`src/rtl/alu_seq.sv`:
```
// Handshaked WIDTH-bit ALU: single-cycle arithmetic/logic ops plus a bit-serial shift-left.
// Optional accumulator operand source is enabled by defining ALU_SEQ_ACC_EN.
module alu_seq #(
  parameter int WIDTH = 8,
  localparam int SHW = $clog2(WIDTH)
) (
  input  logic             clk,
  input  logic             rst_n,
  input  logic             in_valid,
  output logic             in_ready,
  input  logic [WIDTH-1:0] in1,
  input  logic [WIDTH-1:0] in2,
  input  logic [2:0]       opcode,
  input  logic             use_acc,
  output logic             out_valid,
  input  logic             out_ready,
  output logic [WIDTH-1:0] out,
  output logic [3:0]       flags,
  output logic             busy
);

  localparam int MSB = WIDTH - 1;
  localparam logic [WIDTH-1:0] MIN_NEG = {1'b1, {(WIDTH-1){1'b0}}};

  typedef enum logic {IDLE, SHIFT} state_t;

  state_t           state_q, state_d;
  logic [WIDTH-1:0] work_q;
  logic [SHW-1:0]   count_q;
  logic [SHW-1:0]   k;
  logic [WIDTH-1:0] a_op;
  logic             accept;
  logic             load_out;
  logic             start_shift;
  logic [WIDTH-1:0] res_out;
  logic             c_out, v_out;
  logic [WIDTH:0]   sum;
  logic [WIDTH-1:0] alu_res;
  logic             alu_c, alu_v;

  // Both channels transfer on a rising edge where valid && ready; a producer
  // holds its payload stable while valid is high and ready is low.
  assign in_ready = (state_q == IDLE) && (!out_valid || out_ready);
  assign accept   = in_valid && in_ready;
  assign busy     = (state_q == SHIFT);
  assign k        = in2[SHW-1:0];

`ifdef ALU_SEQ_ACC_EN
  logic [WIDTH-1:0] acc_q;
  assign a_op = use_acc ? acc_q : in1;
`else
  logic unused_use_acc;
  assign unused_use_acc = use_acc;
  assign a_op = in1;
`endif

  always_comb begin
    sum     = '0;
    alu_res = '0;
    alu_c   = 1'b0;
    alu_v   = 1'b0;
    case (opcode)
      3'b000: begin
        sum     = {1'b0, a_op} + {1'b0, in2};
        alu_res = sum[MSB:0];
        alu_c   = sum[WIDTH];
        alu_v   = (a_op[MSB] == in2[MSB]) && (alu_res[MSB] != a_op[MSB]);
      end
      3'b001: begin
        // Carry here means "no borrow".
        sum     = {1'b0, a_op} + {1'b0, ~in2} + (WIDTH+1)'(1);
        alu_res = sum[MSB:0];
        alu_c   = sum[WIDTH];
        alu_v   = (a_op[MSB] != in2[MSB]) && (alu_res[MSB] != a_op[MSB]);
      end
      3'b010: alu_res = a_op & in2;
      3'b011: alu_res = a_op | in2;
      3'b100: alu_res = ~a_op;
      3'b101: alu_res = a_op ^ in2;
      3'b110: begin
        alu_res = ~a_op + WIDTH'(1);
        alu_v   = (a_op == MIN_NEG);
      end
      3'b111: begin
        // The accept edge already performs the first shift step.
        if (k == '0) begin
          alu_res = a_op;
        end else begin
          alu_res = {a_op[MSB-1:0], 1'b0};
          alu_c   = a_op[MSB];
        end
      end
    endcase
  end

  always_comb begin
    state_d     = state_q;
    load_out    = 1'b0;
    start_shift = 1'b0;
    res_out     = alu_res;
    c_out       = alu_c;
    v_out       = alu_v;
    case (state_q)
      IDLE: begin
        if (accept) begin
          if (opcode == 3'b111 && k > SHW'(1)) begin
            state_d     = SHIFT;
            start_shift = 1'b1;
          end else begin
            load_out = 1'b1;
          end
        end
      end
      SHIFT: begin
        res_out = {work_q[MSB-1:0], 1'b0};
        c_out   = work_q[MSB];
        v_out   = 1'b0;
        if (count_q == SHW'(1)) begin
          state_d  = IDLE;
          load_out = 1'b1;
        end
      end
      default: state_d = IDLE;
    endcase
  end

  always_ff @(posedge clk or negedge rst_n) begin
    if (!rst_n) begin
      state_q <= IDLE;
      work_q  <= '0;
      count_q <= '0;
    end else begin
      state_q <= state_d;
      if (start_shift) begin
        work_q  <= {a_op[MSB-1:0], 1'b0};
        count_q <= k - SHW'(1);
      end else if (state_q == SHIFT) begin
        work_q  <= {work_q[MSB-1:0], 1'b0};
        count_q <= count_q - SHW'(1);
      end
    end
  end

  always_ff @(posedge clk or negedge rst_n) begin
    if (!rst_n) begin
      out       <= '0;
      flags     <= 4'b0000;
      out_valid <= 1'b0;
    end else if (load_out) begin
      out       <= res_out;
      flags     <= {res_out[MSB], (res_out == '0), v_out, c_out};
      out_valid <= 1'b1;
    end else if (out_valid && out_ready) begin
      out_valid <= 1'b0;
    end
  end

`ifdef ALU_SEQ_ACC_EN
  always_ff @(posedge clk or negedge rst_n) begin
    if (!rst_n) begin
      acc_q <= '0;
    end else if (load_out) begin
      acc_q <= res_out;
    end
  end
`endif

endmodule

```
`config.mk`:
```
export PLATFORM = sky130hd
export DESIGN_NAME = alu_seq
export DESIGN_NICKNAME = d
export VERILOG_FILES = /design/src/rtl/alu_seq.sv
export SDC_FILE = /design/constraint.sdc
export NUM_CORES = 1
export LEC_CHECK = 0
export BUFFER_PORTS_ARGS = -buffer_cell sky130_fd_sc_hd__buf_4
export CORE_ASPECT_RATIO = 1.25
export CORE_UTILIZATION = 25
export CTS_CLUSTER_SIZE = 12
export DETAILED_ROUTE_END_ITERATION = 10
export GPL_TIMING_DRIVEN = 0
export PLACE_DENSITY = 0.54
export SLEW_MARGIN = 20
export SYNTH_ARGS = -nofsm -noshare
export SYNTH_HDL_FRONTEND = slang
export SYNTH_SLANG_ARGS = --single-unit
```
`constraint.sdc`:
```
create_clock -name clk -period 1.81 [get_ports clk]
set_input_delay 0.362 -clock clk [delete_from_list [all_inputs] [get_ports clk]]
set_output_delay 0.362 -clock clk [all_outputs]
set_load 0.005 [all_outputs]
```
==> flow_metrics.py <==
metrics = {
    "run_status": {
        "status": "complete, but fails checks",
        "violations": "negative hold slack, negative setup slack",
    },
    "worst_hold_path": {
        "hold_path.class": "primary input to async pin",
    },
    "clock_network": {
        "hold_buffers": 0,
        "cts-root-buf": "clkbuf_16",
        "cts_tree": "yes",
        "clk_path_buf_depth": 2,
        "path_clk_slew_ns": 0.06,
        "insertion_delay_ns": 0.25,
        "clock-sinks": 23,
        "htree_num_levels": 1,
        "cts_buffers": 3,
    },
    "critical_path": {
        "crit_buf_inv": 2,
        "worst_ep_arrival_time_ns": 2.58,
        "path_max_fanout": 2,
        "startpoint_type": "primary input",
        "cp_top_family": "compound AO/OA/AOI/OAI gates",
        "worstPathRequired_ns": 1.95,
        "max_stage_delay_ns": 0.42,
        "crit_type": "primary input to register",
        "cp_slowest_cell": "a311o_1",
        "rrSetupSlack_ns": -0.26,
        "r2r_cells": 6,
        "path_cells": "buf_12, clkinvlp_4, ha_4, or3_4, a311o_1, a21oi_4, xnor2_2, a2111oi_4, a311oi_2, mux2_4",
        "endpoint_kind": "register",
        "crit_cells": 10,
    },
    "die": {
        "std_cell_rows": 42,
        "ios": 39,
        "dieHeight_um": 120,
        "die_area_um2": 11600,
        "die_width_um": 96.7,
        "core-area_um2": 10700,
        "initial_utilization_pct": 26.1,
    },
    "finish": {
        "regArea_um2": 576,
        "fillers": 1121,
        "multi_input_area_um2": 2290,
        "layout.nets": 454,
        "syn2layout_area_growth_pct": 39.8,
        "drive_gt1_share_pct": 35.7,
        "post-route-util_pct": 36.5,
        "diodes": 0,
        "final_area_um2": 3920,
        "instances_no_fill": 530,
    },
    "route": {
        "wirelength_mm": 9.29,
        "dr.pass1.iters": 5,
        "detail_route.wl_per_cell_um": 17.5,
        "vias": 2838,
        "drc": 0,
        "first_iter_violations": 179,
        "drt-vias-per-instance": 5.35,
        "detail-route-antenna-nets": 0,
    },
    "yosys": {
        "synth_top_area_share_pct": 20.6,
        "synth_cells": 342,
        "synth_area_um2": 2800,
        "avgSynthCellArea_um2": 8.19,
        "synth_area_leaders": "dfrtp_1 21%, ha_1 13%, o21ai_0 4.8%, a21oi_1 3.8%, inv_1 3.8%",
        "synth_fp_nets": 397,
        "synth_edf_count": 0,
        "async_flop_share_pct": 100,
        "ys_seq_area_share_pct": 20.6,
        "ys_ff_latch": 23,
        "ys_warn_count": 0,
        "yosys.area.top_type": "dfrtp_1",
        "ys.flop_type": "dfrtp_1",
        "ys_types": 68,
    },
    "sta": {
        "finalHoldViolCount": 12,
        "fin_ws_ns": -0.627,
        "rsz0062_at_grt": "yes",
        "fmax_mhz": 410,
        "final_max_slew_viol_count": 0,
        "setup_viol": 7,
        "period_needed_ns": 2.44,
        "maxSlewHeadroom_pct": 54.3,
        "fin_crit_sh_pct": 135,
        "final.setup_skew_ns": 0.00213,
        "worst_pin_slew_ns": 0.680,
        "holdWs_ns": -0.00639,
    },
    "power": {
        "ir_worst_vdd_mv": 0.345,
        "combPwrFrac_pct": 57.9,
        "power_leakage_nw": 1.60,
        "p_seq_share_pct": 27.3,
        "swShare_pct": 39.5,
        "pwr-share-clk_pct": 14.8,
        "powerDensity_nw_per_um2": 822,
        "p_switching_mw": 1.27,
        "internal_power_mw": 1.95,
    },
    "placed_design": {
        "routabilityCongestion": 0.927,
        "dp_hpwl_mm": 7.28,
        "port_buffers": 35,
        "place_inst": 509,
        "place_area_um2": 3340,
        "pre_cts_ws_ns": -1.20,
    },
    "global_route": {
        "grt_use_total_pct": 15.9,
        "grt_max_degree": 24,
        "overflow": 0,
        "grt_pass1_wl_mm": 15.0,
        "grt_pass1_vias": 2804,
        "grt_antenna_before_repair": 0,
    },
    "flow_run": {
        "drv_cap": 0,
    },
}
## power by group through the flow
stage	clock [mW]	combinational (mW)	sequential, mW
floorplan	0	1.00	0.863
global placement	0	1.57	0.875
detailed placement	0	1.60	0.882
CTS	0.489	1.79	0.881
global route	0.509	2.04	0.912
finish	0.478	1.86	0.878
## cells in the final DEF, fill, tap and decap left out, types with 5 or more instances in the layout
cell type	synthesis	routed
ha_1	29	21
nand2b_1	8	6
buf_12	0	5
dfrtp_1	23	23
clkbuf_8	7	7
a211oi_1	7	5
nor3_1	7	6
mux2i_1	6	6
o211ai_1	5	5
a21oi_1	21	17
nor2_1	20	17
nand2_1	28	28
inv_1	28	19
xnor2_1	11	10
o21ai_0	27	20
nor2b_1	11	6
o21ai_1	0	6
ha_4	0	7
buf_4	1	49
clkbuf_2	0	5
## Yosys cell counts, types with 5 or more instances
| cell type | instances |
|---|---|
| o31ai_1 | 5 |
| inv_1 | 28 |
| ha_1 | 29 |
| a211oi_1 | 7 |
| a21oi_1 | 21 |
| nor2b_1 | 11 |
| o211ai_1 | 5 |
| dfrtp_1 | 23 |
| o21ai_0 | 27 |
| mux2i_1 | 6 |
| nor3_1 | 7 |
| clkbuf_1 | 10 |
| xnor2_1 | 11 |
| nand2b_1 | 8 |
| clkbuf_8 | 7 |
| nor2_1 | 20 |
| nand2_1 | 28 |
## layer usage
layer / wire [µm] / vias to the layer above / global-route usage [%]
met5: 0 / - / 0
met4: 212 / 0 / 5.50
met3: 396 / 19 / 1.16
met2: 4680 / 106 / 29.0
met1: 4000 / 1357 / 19.7
li1: - / 1356 / -
## logic make-up after synthesis
kind of cell	Yosys count	synth area share [%]
AOI/OAI and AO/OA	108	26.2
xor gates and xnor gates	14	4.38
adders and majority gates	31	14.4
buffers and inverters	50	10.0
DFF	23	20.6
muxes	11	4.56
and+or+nand+nor	105	19.9
## sequential cells by signal (all words and copies together) (netlist names)
name       cells
out            8
work_q         7
count_q        3
flags          3
busy           1
out_valid      1
## path summary, 6_finish.rpt
kind / from / endpoint
worst min register to register: out[5]$_DFFE_PN0P_ / out[5]$_DFFE_PN0P_
max in group asynchronous: rst_n / out[5]$_DFFE_PN0P_
worst min-delay path: rst_n / count_q[1]$_DFFE_PN0P_
worst max-delay path: in1[0] / out[7]$_DFFE_PN0P_
min in group clk: in2[0] / count_q[0]$_DFFE_PN0P_
worst max register to register: busy$_DFF_PN0_ / flags[2]$_DFFE_PN0P_
## cell type report
| cell class | count | share of cell area [%] |
|---|---|---|
| tap | 132 | 4.22 |
| multi-input combinational | 269 | 58.4 |
| inverter | 28 | 3.77 |
| sequential | 23 | 14.7 |
| buffer | 20 | 4.63 |
| timing repair buffer | 54 | 12.2 |
| clock buffer | 4 | 2.01 |
## per-stage QoR
stage / setup TNS (ns) / total power, mW / hold slack [ns]
finish: -2.56 / 3.22 / -0.00639
CTS: -4.60 / 3.16 / 0.00520
global route: -3.20 / 3.46 / 0.0193
floorplan: -2.77 / 1.86 / 0.0664
global placement: -14.76 / 2.44 / 0.274
detailed placement: -14.98 / 2.48 / 0.278
## repair_timing
action | 4_1_cts | 5_1_grt
setup endpoints to repair | 23 | 22
pin swaps | 23 | 23
resized for setup | 63 | 37
buffers inserted | 9 | 10
(Power assumes the default switching activity.)
